$ cat src/rtl/ptp_tx_gen.sv
// ---------------------------------------------------------------------------
// ptp_tx_gen
//   Builds PTP event/general frames (Sync, Delay_Req, Delay_Resp) as a fixed
//   six-word burst: metadata word 0, metadata word 1, Ethernet header, and
//   three PTP body words. The last word carries the frame's timestamp and is
//   accompanied by a frame descriptor strobe.
//
// Ports
//   clk              rising-edge clock
//   reset            synchronous, active-high
//   ptp_send_req     one-cycle request pulse from ptp_ctrl
//   ptp_send_type    1=Sync, 3=Delay_Req, 4=Delay_Resp
//   key              [5:0] out_port, [53:6] destination MAC (0 = PTP multicast)
//   ts_4_time        receive timestamp reported in Delay_Resp
//   timer            local time, sampled into the metadata word
//   ptp_send_ack     one-cycle pulse when a request is taken
//   outptp_data_wr   word strobe
//   outptp_data      [133:132] 01 head / 11 middle / 10 tail,
//                    [131:128] invalid byte count, [127:0] data
//   outptp_valid_wr  frame-descriptor strobe (tail cycle)
//   outptp_valid     descriptor value, 1 = forward frame
//   outptp_ready     downstream can take one full frame (checked in IDLE)
//   ts_1_valid       pulse when a Sync origin timestamp is issued
//   ts_1             origin timestamp of the last Sync
//   tx_t1_count      Sync frames sent
//   tx_t3_count      Delay_Req frames sent
//   tx_t4_count      Delay_Resp frames sent
//   dbg_state        current FSM state
//
// Handshake: a request is taken only in a cycle where the FSM is IDLE and
// ptp_send_req and outptp_ready are both 1 at the same rising edge; the
// block answers with ptp_send_ack in the following cycle. Requests seen at
// any other edge are ignored and must be repeated by the requester. There is
// no stall once a frame has started: one word is strobed every cycle until
// the tail.
// ---------------------------------------------------------------------------
module ptp_tx_gen #(
   parameter logic [47:0] LOCAL_MAC = 48'h0,
   parameter logic [47:0] PTP_DMAC  = 48'h011B19000000,
   parameter logic [15:0] ETH_TYPE  = 16'h88F7
) (
   input  logic         clk,
   input  logic         reset,
   input  logic         ptp_send_req,
   input  logic [3:0]   ptp_send_type,
   input  logic [53:0]  key,
   input  logic [47:0]  ts_4_time,
   input  logic [47:0]  timer,
   output logic         ptp_send_ack,
   output logic         outptp_data_wr,
   output logic [133:0] outptp_data,
   output logic         outptp_valid_wr,
   output logic         outptp_valid,
   input  logic         outptp_ready,
   output logic         ts_1_valid,
   output logic [47:0]  ts_1,
   output logic [31:0]  tx_t1_count,
   output logic [31:0]  tx_t3_count,
   output logic [31:0]  tx_t4_count,
   output logic [2:0]   dbg_state
);

   typedef enum logic [2:0] {
      IDLE = 3'd0,
      MD0  = 3'd1,
      MD1  = 3'd2,
      ETH  = 3'd3,
      PTP1 = 3'd4,
      PTP2 = 3'd5,
      PTP3 = 3'd6
   } state_t;

   localparam logic [3:0] TYPE_SYNC  = 4'd1;
   localparam logic [3:0] TYPE_DREQ  = 4'd3;
   localparam logic [3:0] TYPE_DRESP = 4'd4;

   localparam logic [1:0] HDR_HEAD = 2'b01;
   localparam logic [1:0] HDR_MID  = 2'b11;
   localparam logic [1:0] HDR_TAIL = 2'b10;

   state_t         state_q;
   logic [3:0]     type_q;
   logic [53:0]    key_q;
   logic [47:0]    ts4_q;
   logic [47:0]    t_md_q;
   logic           ack_q;
   logic           data_wr_q;
   logic [133:0]   data_q;
   logic           valid_wr_q;
   logic           valid_q;
   logic           ts_1_valid_q;
   logic [47:0]    ts_1_q;
   logic [31:0]    t1_cnt_q;
   logic [31:0]    t3_cnt_q;
   logic [31:0]    t4_cnt_q;

   logic [133:0]   word_d;
   logic [47:0]    dmac_d;
   logic [47:0]    ts_field_d;
   logic           type_ok_d;

   // A zero MAC in the request key means "use the PTP multicast address".
   assign dmac_d    = (key_q[53:6] != 48'h0) ? key_q[53:6] : PTP_DMAC;
   assign type_ok_d = (ptp_send_type == TYPE_SYNC) ||
                      (ptp_send_type == TYPE_DREQ) ||
                      (ptp_send_type == TYPE_DRESP);

   // Timestamp placed in the tail word. Sync reuses the metadata sample so the
   // origin timestamp matches the time the frame entered the pipeline.
   always_comb begin
      ts_field_d = 48'h0;
      case (type_q)
         TYPE_SYNC:  ts_field_d = t_md_q;
         TYPE_DRESP: ts_field_d = ts4_q;
         default:    ts_field_d = 48'h0;
      endcase
   end

   // Word to be strobed in the current state.
   always_comb begin
      word_d = 134'h0;
      case (state_q)
         MD0: begin
            word_d[133:132] = HDR_HEAD;
            word_d[125:120] = key_q[5:0];
            word_d[47:0]    = timer;
         end
         MD1: begin
            word_d[133:132] = HDR_MID;
         end
         ETH: begin
            word_d[133:132] = HDR_MID;
            word_d[127:80]  = dmac_d;
            word_d[79:32]   = LOCAL_MAC;
            word_d[31:16]   = ETH_TYPE;
            word_d[11:8]    = type_q;
         end
         PTP1: begin
            // correctionField [79:16] is left at zero.
            word_d[133:132] = HDR_MID;
         end
         PTP2: begin
            word_d[133:132] = HDR_MID;
         end
         PTP3: begin
            word_d[133:132] = HDR_TAIL;
            word_d[95:48]   = ts_field_d;
         end
         default: word_d = 134'h0;
      endcase
   end

   always_ff @(posedge clk) begin
      if (reset) begin
         state_q      <= IDLE;
         type_q       <= 4'h0;
         key_q        <= 54'h0;
         ts4_q        <= 48'h0;
         t_md_q       <= 48'h0;
         ack_q        <= 1'b0;
         data_wr_q    <= 1'b0;
         data_q       <= 134'h0;
         valid_wr_q   <= 1'b0;
         valid_q      <= 1'b0;
         ts_1_valid_q <= 1'b0;
         ts_1_q       <= 48'h0;
         t1_cnt_q     <= 32'h0;
         t3_cnt_q     <= 32'h0;
         t4_cnt_q     <= 32'h0;
      end else begin
         // Pulses default low; data_q holds its last value.
         ack_q        <= 1'b0;
         data_wr_q    <= 1'b0;
         valid_wr_q   <= 1'b0;
         valid_q      <= 1'b0;
         ts_1_valid_q <= 1'b0;

         case (state_q)
            IDLE: begin
               if (ptp_send_req && outptp_ready) begin
                  ack_q  <= 1'b1;
                  type_q <= ptp_send_type;
                  key_q  <= key;
                  ts4_q  <= ts_4_time;
                  // Unknown types are acknowledged and discarded.
                  if (type_ok_d) begin
                     state_q <= MD0;
                  end
               end
            end
            MD0: begin
               data_wr_q <= 1'b1;
               data_q    <= word_d;
               t_md_q    <= timer;
               state_q   <= MD1;
            end
            MD1: begin
               data_wr_q <= 1'b1;
               data_q    <= word_d;
               state_q   <= ETH;
            end
            ETH: begin
               data_wr_q <= 1'b1;
               data_q    <= word_d;
               state_q   <= PTP1;
            end
            PTP1: begin
               data_wr_q <= 1'b1;
               data_q    <= word_d;
               state_q   <= PTP2;
            end
            PTP2: begin
               data_wr_q <= 1'b1;
               data_q    <= word_d;
               state_q   <= PTP3;
            end
            PTP3: begin
               data_wr_q  <= 1'b1;
               data_q     <= word_d;
               valid_wr_q <= 1'b1;
               valid_q    <= 1'b1;
               case (type_q)
                  TYPE_SYNC: begin
                     ts_1_q       <= t_md_q;
                     ts_1_valid_q <= 1'b1;
                     t1_cnt_q     <= t1_cnt_q + 32'd1;
                  end
                  TYPE_DREQ:  t3_cnt_q <= t3_cnt_q + 32'd1;
                  TYPE_DRESP: t4_cnt_q <= t4_cnt_q + 32'd1;
                  default: ;
               endcase
               state_q <= IDLE;
            end
            default: state_q <= IDLE;
         endcase
      end
   end

   assign ptp_send_ack    = ack_q;
   assign outptp_data_wr  = data_wr_q;
   assign outptp_data     = data_q;
   assign outptp_valid_wr = valid_wr_q;
   assign outptp_valid    = valid_q;
   assign ts_1_valid      = ts_1_valid_q;
   assign ts_1            = ts_1_q;
   assign tx_t1_count     = t1_cnt_q;
   assign tx_t3_count     = t3_cnt_q;
   assign tx_t4_count     = t4_cnt_q;
   assign dbg_state       = state_q;

endmodule

$ cat config.mk
export PLATFORM = sky130hd
export DESIGN_NAME = ptp_tx_gen
export DESIGN_NICKNAME = d
export VERILOG_FILES = /design/src/rtl/ptp_tx_gen.sv
export SDC_FILE = /design/constraint.sdc
export NUM_CORES = 1
export LEC_CHECK = 0
export CORE_MARGIN = 2
export CORE_UTILIZATION = 35
export CTS_CLUSTER_SIZE = 28
export DETAILED_ROUTE_END_ITERATION = 6
export PLACE_DENSITY_LB_ADDON = 0.05
export SLEW_MARGIN = 5
export SYNTH_ARGS = -nofsm -noshare
export SYNTH_HDL_FRONTEND = slang
export SYNTH_SLANG_ARGS = --single-unit
export TNS_END_PERCENT = 20
$ cat constraint.sdc
create_clock -name clk -period 2.8 [get_ports clk]
set_clock_uncertainty 0.2 [all_clocks]
set_input_delay 0.56 -clock clk [delete_from_list [all_inputs] [get_ports clk]]
set_output_delay 0.56 -clock clk [all_outputs]
set_load 0.05 [all_outputs]
**After elaboration in Yosys (flattened, before gate mapping)**

Cells that the tools add are included.

- Output and inout port bits: 286
- Word-level logic and storage cells: 65
- Input port bits: 158
- Register bits: 435

- Add/sub/neg operators: 3
- Multiplexer cells: 18
- Equal/unequal tests: 14
- Reduce and logical (&&, ||, !) cells: 14
- Bitwise logic cells: 2

Operator list:

| cell | number |
|---|---|
| case mux 48 bit (2 select lines) | 2 |
| adder 32 x 1 -> 32 bit (second input constant) | 3 |
| case mux 32 bit (2 select lines) | 1 |
| 2-to-1 mux 48 bit | 1 |
| nonzero test 48 bit | 1 |
| 2-to-1 mux 24 bit | 1 |
| case mux 3 bit (6 select lines) | 1 |
| case mux 6 bit (2 select lines) | 1 |
| AND reduction 2 bit | 5 |
| equality test 3 bit (second input constant) | 3 |
| equality test 4 x 1 -> 1 bit (second input constant) | 2 |
| equality test 4 x 2 -> 1 bit (second input constant) | 2 |
| equality test 4 x 3 -> 1 bit (second input constant) | 2 |
| 2-to-1 mux 8 bit | 1 |
| case mux 4 bit (2 select lines) | 1 |
| equality test 3 x 2 -> 1 bit (second input constant) | 2 |
| 2-to-1 mux 3 bit | 2 |
| OR reduction 6 bit | 1 |
| 2-to-1 mux 1 bit | 4 |
| 2-to-1 mux 4 bit | 1 |
| inequality test 2 bit (second input constant) | 2 |
| case mux 2 bit (2 select lines) | 1 |
| OR reduction 2 bit | 2 |
| OR reduction 4 bit | 1 |
| other kinds (6) | 8 |

**Depth between registers and ports, before layout**

Gate-level depths: netlist of the first run.

- Depth after elaboration: 6
- Mapped depth: 8
- Gate-level depth less buffers: 6

**Worst setup path before layout of the first run**

No wires, ideal clock.

- Path kind: register to register
- Start point: register state_q[2] (netlist: dbg_state[2])
- End point: register t4_cnt_q[17] (netlist: tx_t4_count[17])
- Setup slack: 0.003 ns
- Arrival: 2.469 ns
- Data required time: 2.472 ns
- Stages on the path, launching flop included: 8
- Cells stage by stage: dfxtp_1 -> buf_2 -> nand3b_1 -> or4_4 -> buf_6 -> nor4_1 -> xnor2_1 -> nor2_1

- Cells in the longest elaborated chain, start to end: 2

Ends and longest elaborated chain:

| item | RTL line | text |
|---|---|---|
| start, declared | 81 | `state_t state_q;` |
| start signal, assigned | 155 | `state_q <= IDLE;` |
| start signal, assigned | 187 | `state_q <= MD0;` |
| start signal, assigned | 195 | `state_q <= MD1;` |
| equality test 3 bit | 178 | `case (state_q)` |
| AND reduction 2 bit (no source line) | - |  |
| end signal, assigned | 229 | `TYPE_DRESP: t4_cnt_q <= t4_cnt_q + 32'd1;` |
| end, declared | 95 | `logic [31:0] t4_cnt_q;` |

No other way between the ends.
A chain may end at the register's enable or synchronous reset.

**Worst setup path after layout of the first run**

- Start point: register t1_cnt_q[3] (netlist: tx_t1_count[3])
- End point: output port tx_t1_count[3]

RTL lines:

| item | RTL line | text |
|---|---|---|
| start, declared | 93 | `logic [31:0] t1_cnt_q;` |
| start signal, assigned | 226 | `t1_cnt_q <= t1_cnt_q + 32'd1;` |
| end, declared | 57 | `output logic [31:0] tx_t1_count,` |

No word-level cell between the ends.

==> results of run 1 <==
==> power breakdown <==
| group | leakage, nW | internal [mW] | switching [mW] | total [mW] |
|---|---|---|---|---|
| logic | 3.57 | 0.369 | 0.486 | 0.855 |
| clock network | 0.776 | 3.73 | 2.56 | 6.30 |
| registers | 3.52 | 6.30 | 0.0749 | 6.38 |
| total | 7.86 | 10.4 | 3.12 | 13.5 |
==> cells in the mapped netlist, drive strengths merged (28+ instances only) <==
cell type / count / area [sq um]
a21oi: 305 / 1530
a22oi: 43 / 323
clkbuf: 115 / 432
dfxtp: 435 / 8710
nand2: 509 / 1910
nand3: 35 / 175
nand4: 36 / 225
nor2: 124 / 465
nor4: 29 / 241
o21ai: 42 / 210
xnor2: 30 / 263
xor2: 28 / 245
==> path summary, 6_finish.rpt <==
kind	from	endpoint	cells after the start
max	tx_t1_count[3]	tx_t1_count[3]	1
min	reset	tx_t4_count[11]	2
max reg2reg	type_q[3]	tx_t1_count[31]	6
min reg2reg	outptp_data[115]	outptp_data[115]	2
==> through the flow <==
step / worst slack (ns) / area (sq um) / instances / util, % / hold WS, ns
after CTS: 0.0401 / 23100 / 3000 / 49.9 / 0.193
after global routing: 0.0113 / 23100 / 3001 / 49.9 / 0.217
after detailed placement: 0.0699 / 21500 / 2913 / 46.5 / 0.246
after global placement: 0.103 / 21500 / 2913 / 46.5 / 0.242
final: 0.0882 / 23100 / 3003 / 49.9 / 0.192
after floorplan: 0.00307 / 16400 / 1963 / - / 0.236
==> routing by layer <==
layer	up-vias	share of wire [%]
met5	-	0.053
met4	4	2.8
met3	78	6.7
met2	418	48
met1	7381	43
li1	7529	-
==> state kept, by name, summed over array words and instances, names as in the netlist, 3 cells and up <==
signal	count
tx_t1_count	32
ts4_q	48
t_md_q	48
dbg_state	3
key_q	54
type_q	4
outptp_data	130
tx_t3_count	32
tx_t4_count	32
ts_1	48
==> final cells by class <==
type / instances / area [sq um]
Timing Repair Buffer: 485 / 4920
Clock inverter: 7 / 71.3
Tap cell: 607 / 759
Multi-Input combinational cell: 1369 / 7090
Fill cell: 4498 / 23200
Antenna cell: 3 / 7.51
Sequential cell: 435 / 8710
Clock buffer: 80 / 1500
Inverter: 17 / 63.8
==> cell families (layout without fill, tap and decap cells) <==
| kind of cell | after synthesis | after routing | share of synthesized area, % |
|---|---|---|---|
| AOI/OAI and AO/OA | 463 | 463 | 16.5 |
| DFF | 435 | 435 | 53.2 |
| adders and majority gates | 5 | 5 | 0.382 |
| muxes | 6 | 6 | 0.398 |
| and+or+nand+nor | 833 | 833 | 22.4 |
| xor gates and xnor gates | 58 | 58 | 3.10 |
| buffers and inverters | 159 | 589 | 3.91 |
| other | 1 | 7 | 0.0229 |
==> what timing repair did <==
action	in CTS	in global routing
setup buffers	0	0
gates resized for setup	0	1
endpoints found under the setup margin	0	3
==> reports/qor.txt, run 1 <==
largest net degree at the start of global routing -> 114
Global Route met1 Usage -> 28.7%
Initial Util -> 35.3%
M3 GR Usage -> 5.54%
synth warn -> 0
clock sinks -> 435
peak supply drop -> 458 uV
die area -> 0.0485 sq mm
PwrDens -> 585 mW/mm^2
Tot GR Track Use -> 22.5%
CTS Hold Bufs -> 0
met2 Use GR -> 37.3%
final net count -> 2,519
total power -> 13.5 mW
First-pass DRT Iterations -> 7
crit path cell chain -> clkdlybuf4s50_1
Netlist cell types -> 49
vias after detailed routing -> 15,410
Cell Rows -> 79
Buffers & Inverters on Critical Path -> 1
Core ar. -> 0.0464 sq mm
Post-Syn Area per Cell -> 8.35 sq um
most common cell after layout, fill and taps aside -> nand2_1
worst-margin pin slew -> 0.692 ns
Crit. End Element -> primary output
global-route wire length before repair -> 85,000 microns
post-DP HPWL -> 38,700 microns
share of layout cells above drive strength 1 -> 6.14%
Routed WL per cell -> 18.8 microns
RSZ-0062 raised after global routing -> false
post-synthesis cell count -> 1,960
gr ovfl total -> 0
Port-buffer cells -> 439
DR iter-0 viols -> 958
number of global-route vias before repair -> 14,611
Async SR Flop Fraction -> 0%
final hold viol count -> 0
CTS tree -> done
HP Class -> in2reg
Synth Flop Type -> dfxtp_1
R2R setup slack -> 0.21 ns
Slew headroom -> 53.9%
Root Driver -> clkbuf_16
CP Data Arrival Time -> 1.95 ns
die width -> 220 microns
crit path launch type -> flop
# DRC -> 1
Max Slew Vio Count -> 0
#FFs+latches synth -> 435
H-tree depth -> 2
sequential share of the synthesized area -> 53.2%
Post-DRT Antenna Nets -> 0
leakage -> 7.86 nW
status -> finished with violations
violated checks -> DRC
Clock Path Buffers -> 3
Crit Path Max Fanout -> 7
area delta synth->final -> 41.4%
cts bufs inserted -> 48
Cell Area, Synth -> 0.0164 sq mm
Worst EP required -> 2.04 ns
Clock transition at path regs -> 0.06 ns
Setup CP Type -> reg2out
final period utilization -> 96.8%
Worst-Skew Late Latency -> 0.58 ns
Final min period -> 2.71 ns
IO Pins -> 444
busiest grt layer -> met2
initial antenna violation count -> 5
die height -> 220 microns
Setup Viol. Count Final -> 0
EDFF count, synth -> 0
Achievable Freq -> 369 MHz
total wire length -> 56,600 microns
critical path's top delay family -> buffers and inverters
vias per cell -> 5.13
Final TNS setup -> 0 ns
max_cap viols -> 0
Worst path max stage delay -> 0.86 ns
most frequent cells in the layout -> 508 x nand2_1, 435 x clkdlybuf4s50_1, 434 x dfxtp_1, 305 x a21oi_1, 121 x nor2_1
slowest library cell on the worst path -> clkdlybuf4s50_1
Final Wtd Congestion -> 0.827
(Power assumes the default switching activity.)
==> run 2, diff against run 1 <==
- GPL_ROUTABILITY_DRIVEN: unset -> 0
==> results of run 2 <==
No change in the layout: final DEF, timing and power equal those of run 1.
==> run 3, diff against run 2 <==
- clock period: 2.8 -> 2.4 ns (I/O delays scaled with it)
==> run 3 against run 2 <==
The run ends with setup timing left. Wire length decreased by 0.31%. Utilization increased by 0.34 points. Critical path depth increased by 5. First-iteration DRC count increased by 6.7%. Power increased by 17%. Combinational power increased by 17%. Worst hold slack got worse by 0.12 ns. Clock power increased by 18%. Non-clock buffer count increased by 18. Via count decreased by 0.79%. Die area unchanged. Global-route usage about the same.
==> reports/qor.txt, run 3 (synthesis results as in run 1) <==
Slew headroom -> 55.6% (+1.8 points)
vias per cell -> 5.06 (-1.3%)
Tot GR Track Use -> 22.5% (-0.047 points)
Initial Util -> 35.3% (unchanged)
cell-internal power -> 12.2 mW (+17%)
post-layout util -> 50.2% (+0.34 points)
clock share of power -> 46.8% (+0.3 points)
switching share of power -> 23.1% (+0.051 points)
gr ovfl total -> 0 (unchanged)
post-DP HPWL -> 39,200 microns (+1.1%)
area delta synth->final -> 42.3%
busiest grt layer -> met2
non-filler cells, final -> 3,019 (+0.53%)
RSZ-0062 raised after global routing -> true
M3 GR Usage -> 6.43% (+0.89 points)
clock sinks -> 435 (unchanged)
largest net degree at the start of global routing -> 118 (+3.5%)
peak supply drop -> 487 uV (+6.4%)
total wire length -> 56,400 microns (-0.31%)
H-tree depth -> 2 (unchanged)
final net count -> 2,538 (+0.75%)
worst-margin pin slew -> 0.663 ns (-0.0288 ns)
share of layout cells above drive strength 1 -> 9.33% (+3.2 points)
crit path launch type -> flop
Final TNS setup -> -0.140 ns (-0.140 ns)
status -> finished with violations
Sequential Power Share -> 46.9% (-0.2 points)
Sw Pwr -> 3.67 mW (+17%)
final instance area -> 0.0233 sq mm (+0.69%)
met2 Use GR -> 37.8% (+0.45 points)
Clock transition at path regs -> 0.06 ns (about the same)
PwrDens -> 680 mW/mm^2 (+16%)
initial antenna violation count -> 6 (+1)
pre-CTS setup slack -> -0.0887 ns (-0.159 ns)
Max Slew Vio Count -> 0 (unchanged)
final hold viol count -> 0 (unchanged)
Worst EP required -> 2.65 ns (+0.61 ns)
Port-buffer cells -> 439 (unchanged)
number of global-route vias before repair -> 14,612 (+0.0068%)
First-pass DRT Iterations -> 6 (-1)
CTS tree -> done
Core ar. -> 0.0464 sq mm (unchanged)
Setup Viol. Count Final -> 5 (+5)
die area -> 0.0485 sq mm (unchanged)
FILL cells -> 4,543 (+1.0%)
total power -> 15.8 mW (+17%)
global-route wire length before repair -> 85,000 microns (about the same)
most common cell after layout, fill and taps aside -> nand2_1
placed cells -> 2,930 (+0.58%)
violated checks -> setup timing
Largest register FFs -> 130 (unchanged)
Global Route met1 Usage -> 28.2% (-0.50 points)
DR iter-0 viols -> 1,022 (+6.7%)
HP Class -> in2reg
Worst-Skew Late Latency -> 0.58 ns (about the same)
# DRC -> 0 (-1)
worst hold margin -> 0.0696 ns (-0.122 ns)
die width -> 220 microns (unchanged)
Final min period -> 2.44 ns
leakage -> 9.84 nW (+25%)
Clock Path Buffers -> 3 (unchanged)
Post-DRT Antenna Nets -> 0 (unchanged)
die height -> 220 microns (unchanged)
worst setup margin -> -0.0409 ns (-0.129 ns)
cts bufs inserted -> 49 (+2.1%)
Cell Rows -> 79 (unchanged)
Root Driver -> clkbuf_16
max_cap viols -> 0 (unchanged)
Crit. End Element -> flop
Setup CP Type -> reg2reg
CP Data Arrival Time -> 2.69 ns (+0.74 ns)
Crit Path Max Fanout -> 7 (unchanged)
logic gate share of total power -> 6.3% (about the same)
vias after detailed routing -> 15,289 (-0.79%)
most frequent cells in the layout -> 508 x nand2_1, 423 x dfxtp_1, 304 x a21oi_1, 215 x dlygate4sd2_1, 157 x clkdlybuf4s50_1
IO Pins -> 444 (unchanged)
final period utilization -> 102%
Achievable Freq -> 410 MHz
Routed WL per cell -> 18.7 microns (-0.84%)
placed cell area -> 0.0217 sq mm (+0.95%)
==> run 3: cell count changes in the layout (fill, tap and decap cells not counted), moves of 4 or more <==
cell and change:
buf_12 +6, buf_6 +4, dlygate4sd2_1 +215, clkdlybuf4s50_1 -278
dlymetal6s2s_1 +36, dfxtp_2 +8, buf_4 +35, dfxtp_1 -11
nor4_1 -11, nor4_2 +8
==> run 3: power by group through the flow <==
stage	combinational [mW]	clock, mW	sequential (mW)
6_report	0.997	7.41	7.44
4_1_cts	1.00	7.59	7.44
2_1_floorplan	0.399	0	7.66
3_5_place_dp	1.01	0	7.59
3_3_place_gp	1.01	0	7.59
5_1_grt	1.08	7.88	7.45
==> run 3: worst paths after layout <==
path	cells past startpoint	end	slack [ns]	from
hold / removal	2	tx_t4_count[11]	0.07	reset
setup / recovery	6	tx_t4_count[17]	-0.04	type_q[3]
hold reg to reg	2	ts_1[15]	0.25	ts_1[15]
setup reg to reg	6	tx_t4_count[17]	-0.04	type_q[3]
==> run 3: what timing repair did <==
action | 4_1_cts | 5_1_grt
endpoints found under the setup margin | 276 | 122
gates resized for setup | 217 | 56
pin swaps | 0 | 11
setup buffers | 0 | 1
hold buffers | 0 | 0
==> run 3: area by class of cell <==
class,count,area (sq um),area share [%]
flip-flops and latches,435,8730,37.5
multi-input cells,1369,7230,31.1
repair buffers,503,4900,21.1
clock buffers,77,1500,6.46
well taps,607,759,3.26
clock inverters,10,88.8,0.381
inverters,17,63.8,0.274
diodes,1,2.50,0.0107
==> run 3: worst max-delay path, cell delays in order (launching register included) <==
cell     delay [ns]
dfxtp_2        0.32
buf_6          0.11
or4b_4         0.54
or4_4          0.63
nor4_2         0.31
xnor2_1        0.16
nor2_1         0.05
==> run 3: metal layers <==
layer	part of all wire (%)	up-vias
met5	0.12	-
met4	2.0	10
met3	6.9	68
met2	48	372
met1	43	7283
li1	-	7556
